<file path="config.mk">
export PLATFORM = sky130hd
export DESIGN_NAME = tjmono_hitor_tdc_flat
export DESIGN_NICKNAME = d
export VERILOG_FILES = /design/src/rtl/tjmono_hitor_tdc_pkg.sv /design/src/rtl/tjmono_hitor_tdc_if.sv /design/src/rtl/tjmono_hitor_tdc_fifo.sv /design/src/rtl/tjmono_hitor_tdc.sv /design/src/flat_wrapper.sv
export SDC_FILE = /design/constraint.sdc
export NUM_CORES = 1
export LEC_CHECK = 0
export ABC_AREA = 1
export CAP_MARGIN = 0
export CORE_MARGIN = 3
export CORE_UTILIZATION = 55
export DETAILED_ROUTE_END_ITERATION = 6
export PLACE_DENSITY = 0.76
export RECOVER_POWER = 50
export REMOVE_ABC_BUFFERS = 1
export SETUP_SLACK_MARGIN = 0.02
export SKIP_LAST_GASP = 1
export SYNTH_ARGS = -nofsm -noshare
export SYNTH_HDL_FRONTEND = slang
export SYNTH_HIERARCHICAL = 1
export SYNTH_SLANG_ARGS = --single-unit
export TNS_END_PERCENT = 50
</file>
<file path="constraint.sdc">
create_clock -name clk -period 6.2 [get_ports clk]
set_input_delay 1.86 -clock clk [delete_from_list [all_inputs] [get_ports clk]]
set_output_delay 1.86 -clock clk [all_outputs]
set_load 0.01 [all_outputs]
</file>
<file path="src/rtl/tjmono_hitor_tdc_pkg.sv">
// tjmono_hitor_tdc_pkg: word-type codes, ToT limit, FSM encoding and word packers for the HITOR TDC
package tjmono_hitor_tdc_pkg;
  localparam logic WORD_TYPE_HIT = 1'b0;
  localparam logic WORD_TYPE_TSH = 1'b1;
  localparam logic [11:0] TOT_MAX = 12'hFFF;
  typedef enum logic {IDLE, HIGH} state_t;
  function automatic logic [31:0] hit_word(input logic [3:0] id, input logic [14:0] ts, input logic [11:0] tot);
    return {id, WORD_TYPE_HIT, ts, tot};
  endfunction
  function automatic logic [31:0] tsh_word(input logic [3:0] id, input logic [26:0] ts_hi);
    return {id, WORD_TYPE_TSH, ts_hi};
  endfunction
endpackage

</file>
<file path="src/rtl/tjmono_hitor_tdc_if.sv">
// tjmono_hitor_tdc_if: FWFT FIFO read port (read in, empty/data out) between the TDC and an arbiter
interface tjmono_hitor_tdc_if;
  logic read;
  logic empty;
  logic [31:0] data;
  modport master (input read, output empty, data);
  modport slave (output read, input empty, data);
endinterface

</file>
<file path="src/rtl/tjmono_hitor_tdc_fifo.sv">
// tjmono_hitor_tdc_fifo: first-word-fall-through FIFO; ports clk, rst, wr_en/wr_data, rd_en, full, empty, rd_data
module tjmono_hitor_tdc_fifo #(
  parameter int DEPTH = 16,
  parameter int WIDTH = 32
) (
  input  logic             clk,
  input  logic             rst,
  input  logic             wr_en,
  input  logic [WIDTH-1:0] wr_data,
  input  logic             rd_en,
  output logic             full,
  output logic             empty,
  output logic [WIDTH-1:0] rd_data
);
  localparam int AW = $clog2(DEPTH);
  logic [WIDTH-1:0] mem [DEPTH];
  logic [AW:0] wr_ptr, rd_ptr;
  assign empty = wr_ptr == rd_ptr;
  assign full = (wr_ptr[AW] != rd_ptr[AW]) && (wr_ptr[AW-1:0] == rd_ptr[AW-1:0]);
  // head word is forced to zero while empty so the output is defined out of reset
  assign rd_data = empty ? '0 : mem[rd_ptr[AW-1:0]];
  always_ff @(posedge clk or posedge rst)
    if (rst) begin
      wr_ptr <= '0;
      rd_ptr <= '0;
    end else begin
      if (wr_en) wr_ptr <= wr_ptr + (AW+1)'(1);
      if (rd_en) rd_ptr <= rd_ptr + (AW+1)'(1);
    end
  always_ff @(posedge clk)
    if (wr_en) mem[wr_ptr[AW-1:0]] <= wr_data;
endmodule

</file>
<file path="src/rtl/tjmono_hitor_tdc.sv">
// tjmono_hitor_tdc: HITOR leading-edge timestamp + ToT measurement packed into 32-bit words in a FWFT FIFO
// ports: clk, rst (async, active-high), enable, hitor (async), lost_cnt (saturating drops), fifo (master read port)
module tjmono_hitor_tdc
  import tjmono_hitor_tdc_pkg::*;
#(
  parameter logic [3:0] IDENTIFIER = 4'b0001,
  parameter int         DEPTH      = 16
) (
  input  logic                      clk,
  input  logic                      rst,
  input  logic                      enable,
  input  logic                      hitor,
  output logic [7:0]                lost_cnt,
  tjmono_hitor_tdc_if.master        fifo
);
  logic sync_q, hit_s, hit_d, rise, fall;
  logic [41:0] ts;
  state_t state, state_n;
  logic [14:0] ts_lat, ts_lat_n;
  logic [11:0] tot, tot_n;
  logic hit_vld, hit_vld_n, ts_pend;
  logic [26:0] tsh_val;
  logic wr_vld, full, pop, push;
  logic [31:0] wr_data;
  assign rise = hit_s & ~hit_d;
  assign fall = ~hit_s & hit_d;
  assign pop = fifo.read & ~fifo.empty;
  assign push = wr_vld & (~full | pop);
  always_comb begin
    state_n = state;
    ts_lat_n = ts_lat;
    tot_n = tot;
    hit_vld_n = 1'b0;
    if (!enable) state_n = IDLE;
    else if (state == IDLE) begin
      if (rise) begin
        state_n = HIGH;
        ts_lat_n = ts[14:0];
        tot_n = 12'd1;
      end
    end else if (fall) begin
      state_n = IDLE;
      hit_vld_n = 1'b1;
    end else if (hit_s && tot != TOT_MAX) tot_n = tot + 12'd1;
  end
  always_ff @(posedge clk or posedge rst)
    if (rst) begin
      {sync_q, hit_s, hit_d} <= '0;
      ts <= '0;
      state <= IDLE;
      ts_lat <= '0;
      tot <= '0;
      hit_vld <= 1'b0;
      ts_pend <= 1'b0;
      tsh_val <= '0;
      wr_vld <= 1'b0;
      wr_data <= '0;
      lost_cnt <= '0;
    end else begin
      {sync_q, hit_s, hit_d} <= {hitor, sync_q, hit_s};
      ts <= ts + 42'd1;
      state <= state_n;
      ts_lat <= ts_lat_n;
      tot <= tot_n;
      hit_vld <= hit_vld_n;
      // payload is the upper TS of the value the counter takes at the low-half wrap
      if (&ts[14:0]) tsh_val <= ts[41:15] + 27'd1;
      // a pending TS-high word survives only while a hit word holds the write slot
      ts_pend <= enable & ((&ts[14:0]) | (ts_pend & hit_vld));
      // ts_lat/tot stay frozen until the next rise, which cannot land before this write
      wr_vld <= hit_vld | (ts_pend & enable);
      wr_data <= hit_vld ? hit_word(IDENTIFIER, ts_lat, tot) : tsh_word(IDENTIFIER, tsh_val);
      if (wr_vld && !push && !(&lost_cnt)) lost_cnt <= lost_cnt + 8'd1;
    end
  tjmono_hitor_tdc_fifo #(.DEPTH(DEPTH), .WIDTH(32)) u_fifo (
    .clk(clk),
    .rst(rst),
    .wr_en(push),
    .wr_data(wr_data),
    .rd_en(pop),
    .full(full),
    .empty(fifo.empty),
    .rd_data(fifo.data)
  );
endmodule
</file>
<file path="src/flat_wrapper.sv">
// flat-port wrapper written by rule: the top's interface ports become plain ports
module tjmono_hitor_tdc_flat import tjmono_hitor_tdc_pkg::*;
#(
  parameter logic [3:0] IDENTIFIER = 4'b0001,
  parameter int         DEPTH      = 16
)
  (clk, rst, enable, hitor, lost_cnt, fifo_read, fifo_empty, fifo_data);
  tjmono_hitor_tdc_if fifo_i ();
  input  logic clk;
  input  logic rst;
  input  logic enable;
  input  logic hitor;
  output logic [7:0] lost_cnt;
  input wire logic [$bits(fifo_i.read)-1:0] fifo_read;
  output wire logic [$bits(fifo_i.empty)-1:0] fifo_empty;
  output wire logic [$bits(fifo_i.data)-1:0] fifo_data;
  assign fifo_i.read = fifo_read;
  assign fifo_empty = fifo_i.empty;
  assign fifo_data = fifo_i.data;
  tjmono_hitor_tdc #(.IDENTIFIER(IDENTIFIER), .DEPTH(DEPTH)) u_core (.clk(clk), .rst(rst), .enable(enable), .hitor(hitor), .lost_cnt(lost_cnt), .fifo(fifo_i));
endmodule
</file>
### After elaboration in Yosys (flattened, before gate mapping)

Memory sizes are Yosys's and may differ from the RTL's.
Cells that the tools add are included.

| storage, ports and cells | value |
|---|---|
| register bits after elaboration | 153 |
| bits in latches | 0 |
| memory bits (writable) | 512 |
| ROM bits | 0 |
| bits of input ports | 5 |
| output and inout bits | 41 |
| word-level logic and storage cells | 69 |
| memories | 1 |

Memories:

| name | words | bits a word | read ports | clocked after memory_dff | write ports | RTL line | source |
|---|---|---|---|---|---|---|---|
| u_core.u_fifo.mem | 16 | 32 | 1 | 0 | 1 | tjmono_hitor_tdc_fifo.sv:16 | `logic [WIDTH-1:0] mem [DEPTH];` |

| operators by class | value |
|---|---|
| add/subtract/negate cells | 6 |
| multipliers | 0 |
| div/mod/pow operators | 0 |
| $lt $le $gt $ge | 0 |
| equal/unequal tests | 6 |
| shift operators | 0 |
| multiplexer cells | 15 |
| bitwise gates (word level) | 15 |
| reductions and logical operators | 11 |

Operators by type and width:

| kind | count |
|---|---|
| $mux W12 | 4 |
| $add A42 B1 Y42 const B | 1 |
| $mux W32 | 1 |
| $mux W28 | 1 |
| $add A27 B1 Y27 const B | 1 |
| $reduce_and A15 Y1 | 1 |
| $add A12 B1 Y12 const B | 1 |
| $ne A12 B12 Y1 const B | 1 |
| $add A5 B1 Y5 const B | 2 |
| $mux W1 | 9 |
| $add A8 B1 Y8 const B | 1 |
| $reduce_and A8 Y1 | 1 |
| $and A1 B1 Y1 | 7 |
| $eq A5 B5 Y1 | 1 |
| $not A1 Y1 | 5 |
| $eq A4 B4 Y1 | 1 |
| $logic_and A1 B1 Y1 | 4 |
| $ne A2 B2 Y1 const B | 2 |
| $reduce_and A4 Y1 | 1 |
| $or A1 B1 Y1 | 3 |
| $reduce_and A3 Y1 | 1 |
| $logic_not A1 Y1 | 2 |
| $reduce_bool A2 Y1 | 1 |
| $ne A1 B1 Y1 | 1 |

### Depth between registers and ports, before layout

| logic depth | value |
|---|---|
| depth in word-level cells | 8 |
| mapped depth | 12 |
| gate-level depth less buffers | 10 |

### By module

The synthesis kept the hierarchy.

Modules (own cells, without submodules):

| module | instances | cells an instance | area an instance (µm²) | seq. area each (µm²) |
|---|---|---|---|---|
| tjmono_hitor_tdc_fifo | 1 | 2200 | 22684.3 | 15625.0 |
| tjmono_hitor_tdc | 1 | 812 | 6790.3 | 3503.4 |

### Worst setup path before layout

OpenSTA, ideal clock, no wires.

| timing path | value |
|---|---|
| path kind | input to register |
| from | input fifo_read |
| to | memory u_core.u_fifo.mem[7][0], enable pin |
| library setup time | 461 ps |
| arrival time | 4700 ps |
| data required time | 5739 ps |
| setup slack | 1038 ps |
| stages | 7 |
| path buffers | 1 |
| cell sequence | inv_1 > o21ai_0 > inv_1 > nor2_1 > buf_2 > nand2_1 > nor3_1 |

| between the ends | value |
|---|---|
| word-level cells in the longest chain between the ends | 5 |

Ends and longest elaborated chain:

| element | RTL line | source |
|---|---|---|
| from (decl) | flat_wrapper.sv:14 | `input wire logic [$bits(fifo_i.read)-1:0] fifo_read;` |
| $and A1 B1 Y1 | tjmono_hitor_tdc.sv:27 | `assign pop = fifo.read & ~fifo.empty;` |
| $or A1 B1 Y1 | tjmono_hitor_tdc.sv:28 | `assign push = wr_vld & (~full \| pop);` |
| $and A1 B1 Y1 | tjmono_hitor_tdc.sv:28 |  |
| net u_core.push | tjmono_hitor_tdc.sv:23 | `logic wr_vld, full, pop, push;` |
| $mux W1 | tjmono_hitor_tdc_fifo.sv:31 | `if (wr_en) mem[wr_ptr[AW-1:0]] <= wr_data;` |
| $mux W1 (implied by the code) | tjmono_hitor_tdc_fifo.sv:31 |  |
| to (decl) | tjmono_hitor_tdc_fifo.sv:16 |  |

The timed path passes the listed nets, and every way through them passes these cells.

### Worst setup path after layout

| timing path | value |
|---|---|
| from | register u_core.u_fifo.rd_ptr[2] |
| to | output fifo_data[17] |

| between the ends | value |
|---|---|
| word-level cells in the longest chain between the ends | 2 |
| elaborated cells on any way between the ends | 3 |
| classes of those cells | eq/ne: 1; mux: 1; memory: 1 |

Ends and longest elaborated chain:

| element | RTL line | source |
|---|---|---|
| from (decl) | tjmono_hitor_tdc_fifo.sv:17 | `logic [AW:0] wr_ptr, rd_ptr;` |
| from (signal assigned) | tjmono_hitor_tdc_fifo.sv:28 | `if (rd_en) rd_ptr <= rd_ptr + (AW+1)'(1);` |
| $mem_v2 Z16 W32 or $eq A5 B5 Y1 (tied branches) | n/a |  |
| $mux W32 (*) | tjmono_hitor_tdc_fifo.sv:21 | `assign rd_data = empty ? '0 : mem[rd_ptr[AW-1:0]];` |
| to (decl) | flat_wrapper.sv:16 | `output wire logic [$bits(fifo_i.data)-1:0] fifo_data;` |

Mark *: on every way between the ends. The rest lies on a longest branch, timed or not.

==> run summary <==
The run finished, with violations left. The checks that failed: design-rule violations, max-capacitance violations, max-slew violations. The remaining routing DRC violations is 4. The logs give 52,800 um2 for the area of the core region and -1.03 for the headroom to the max-slew limit.

The count of TritonRoute iterations in the first routing pass is 7. Cell type with the highest aggregate area in the netlist: edfxtp_1. In this run, synthesis inferred 512 flip-flops with an integrated enable. The final layout contains routed wiring with a total length of 69,400 um. Counting the buffers created by CTS gives 69. The analysis attributes to cell leakage a power of 14.6 nW. The count of nets left with antenna violations once routing finished came out at 0.

Row generation in the floorplan step produced 84 rows. The logs give 4,202 for the number of filler instances in the final layout and 0 for the overall overflow remaining after global route. The die covers 56,400 um2. Buffers inserted to repair hold after CTS numbered 0. TritonCTS built the clock tree. Sum of buffers and inverters on the critical path: 3.

For this run, the leading register cell type out of synthesis is edfxtp_1. Setup repair after global routing left no endpoint under its margin. The Yosys step of the flow raised 6 warnings. The path type of the worst min-delay path was flip-flop to flip-flop. The switching portion of total power is 0.334, and the buffer count from post-CTS setup fixing is 0. Entering global routing, the biggest net connects 100 pins. The number of vias per cell is 5.29.

After synthesis the netlist holds a flip-flop and latch count of 662. The power share of the combinational group came out at 0.286. The critical path class was flip-flop to primary output. The cell occurring most often along the worst timing path is buf_4. The startpoint class of the critical path is a flip-flop. The portion of total power attributed to the clock network was 0.316.

The run gives 0.559 as the initial standard-cell utilization of the core. The cell area that synthesis handed to floorplanning was 29,500 um2. On the worst path, the slowest cell contributes a delay of 650 ps. Traced cell by cell, the critical path runs through buf_4 -> xnor2_1 -> nand4_1 -> nor2_4 -> buf_4 -> a21oi_1 -> clkdlybuf4s50_1.

The share of flip-flops with an asynchronous set or reset is 0.227, and the switching component of the power is 4.18 mW. In this design, the largest share of critical-path delay is due to buffers and inverters. The initial DRC count is 2,094, and the share of cells above drive strength 1 is 0.0707. The routed design could run at a clock period as short as 5740 ps. For the number of resized instances in the post-cts repair step, the log shows 0. The final layout contains 3,104 nets. The utilization after layout is 0.620, and the part of the total power dissipated in sequential elements is 0.398. In this run the tool buffered the top-level ports with 45 buffer cells.

In this run the worst path has a maximum fanout of 25. The max-slew violation count came out at 93. The die is 237 um tall. The sequential share of the synthesized area is 0.649. The average instance in the mapped netlist occupies 9.79 um2. The area share of the largest cell type after synthesis works out to 0.522. From synthesis to final layout, the design area changed by 11.0%. Adding up every negative setup slack in the final design gives 0 ps.

At the end of routability-driven placement, the weighted congestion stood at 0.903. STA classifies the critical path endpoint as a primary output. The logs give 20.3k for the total vias in the final route and 19,100 um2 for the area used by sequential logic in the layout.

The run gives 46 as the I/O pin count. At the pin with the least slew margin, the transition time is 3040 ps. At the later pin of the worst-skew pair, clock insertion delay measures 600 ps. The first-pass GRT wire length was 110,000 um. By area the synthesized netlist is led by edfxtp_1 (52%), nand2_1 (15%), dfrtp_1 (13%). IR analysis of the VDD net gives a maximum drop of 0.259 mV. The power per unit of standard cell area was 382 nW/um2; the deepest clock path buffer count was 3. Among all stages on the critical path, the largest delay is contributed by nor2_4. The floorplan step set the die width to 237 um.

The H-tree was split into 3 levels. The number of hold violations in the final report was 0. Design internal power: 8.32 mW. The clock root buffer was clkbuf_16. The total track usage is 0.250, and the share of the cycle needed by the critical path after routing is 0.926. Based on the critical path, the design can be clocked at up to 174 MHz.

The tools report the diode insertion count for antenna repair as 0. The run gives 3,012 as the post-synthesis cell count. The clock net in this run drives a total of 662 sinks. The multi-input combinational cells in the finished layout cover a total of 8130 um2. The number of global-route vias before repair is 20.2k.

After detailed routing, the average wire length per cell comes to 18.1 um. The run gives 41,400 um as the half-perimeter wire length of the detailed placement result. Initial antenna violation count: 0.

The data required time at the worst endpoint is 4340 ps, and the setup violation total in the final timing report is 0. The arrival time at the worst endpoint was 3880 ps; the clock-pin slew on the worst setup and hold paths was 60 ps. The total of max-cap violations is 2. After synthesis, the netlist uses 39 different library cells. The design draws 12.5 mW.

The setup skew after layout was 23.4 ps.
## power by group through the flow
stage / clock network, mW / registers, mW / logic, mW
finish: 3.95 / 4.98 / 3.57
global route: 4.19 / 4.99 / 3.93
CTS: 4.00 / 4.98 / 3.58
detailed placement: 0 / 5.07 / 3.55
global placement: 0 / 5.07 / 3.49
floorplan: 0 / 5.18 / 2.09
## synthesized netlist by cell type (18+ instances only)
library cell	instances
xor2_1	46
o21ai_0	34
nor2_1	86
inv_2	22
dfrtp_1	150
buf_2	62
inv_1	414
buf_4	20
buf_6	18
edfxtp_1	512
a21oi_1	32
nand3_1	304
nand2_1	1166
## cell families (layout without fill, tap and decap cells)
logic type	count (synthesis)	count (layout)	synth area share
AND/OR/NAND/NOR	1625	1625	0.230
flip-flops	662	662	0.649
buffers and inverters	562	645	0.0816
AO/OA/AOI/OAI	88	88	0.0160
XOR/XNOR	58	58	0.0172
adder cells (fa/ha/maj)	9	9	0.00382
multiplexers	6	6	0.00229
other	2	49	0.000255
## stage by stage
step / instance area (um2) / instances / setup slack [ps] / hold slack, ps
after floorplan: 28900 / 2938 / -3190 / 331
after global placement: 30700 / 3707 / 1130 / 338
after detailed placement: 30700 / 3707 / 1120 / 343
after CTS: 32800 / 3830 / 480 / 355
after global routing: 32700 / 3830 / 381 / 365
final: 32700 / 3830 / 459 / 353
## layout by cell type, fill, tap and decap left out, drive strengths merged
cell type,instances
buf,34
xnor2,12
clkdlybuf4s50,42
or2,3
dlygate4sd3,3
ha,9
dfrtp,150
inv,439
a21oi,38
o21ai,50
nand3,309
nor3,6
xor2,46
nand4,9
nand2,1181
mux2,6
bufinv,2
clkinv,31
conb,49
nor2,114
clkbuf,91
edfxtp,512
clkinvlp,3
nand3b,3
## layer usage
layer / up-vias / share of wire / global-route usage
li1: 9656 / - / -
met1: 9665 / 0.41 / 0.333
met2: 781 / 0.49 / 0.418
met3: 164 / 0.070 / 0.0401
met4: 0 / 0.034 / 0.0922
met5: - / 0 / 0
## registers in the layout, summed over array words and instances (netlist names), 5 cells and up
| register | count |
|---|---|
| u_core/u_fifo/rd_ptr | 5 |
| u_core/wr_data | 29 |
| u_core/ts | 42 |
| u_core/ts_lat | 15 |
| u_core/u_fifo/mem | 512 |
| u_core/lost_cnt | 8 |
| u_core/u_fifo/wr_ptr | 5 |
| u_core/tsh_val | 27 |
| u_core/tot | 12 |
## final cells by class
cell class	instances	share of cell area
Tap cell	688	0.0263
Inverter	441	0.0510
Clock buffer	89	0.0592
Multi-Input combinational cell	1835	0.248
Timing Repair Buffer	81	0.0230
Clock inverter	34	0.00704
Sequential cell	662	0.585
## worst paths after layout
check	start	to	slack, ps	cells after the start
setup / recovery	u_core/u_fifo/rd_ptr[2]	fifo_data[17]	460	7
hold / removal	u_core/sync_q	u_core/hit_s	350	0
setup reg to reg	u_core/ts[1]	u_core/tsh_val[9]	1850	7
hold reg to reg	u_core/sync_q	u_core/hit_s	350	0
max in group asynchronous	rst	u_core/tsh_val[26]	1640	3
min in group asynchronous	rst	u_core/u_fifo/wr_ptr[4]	1800	2
Power figures use the tool's default switching activity.
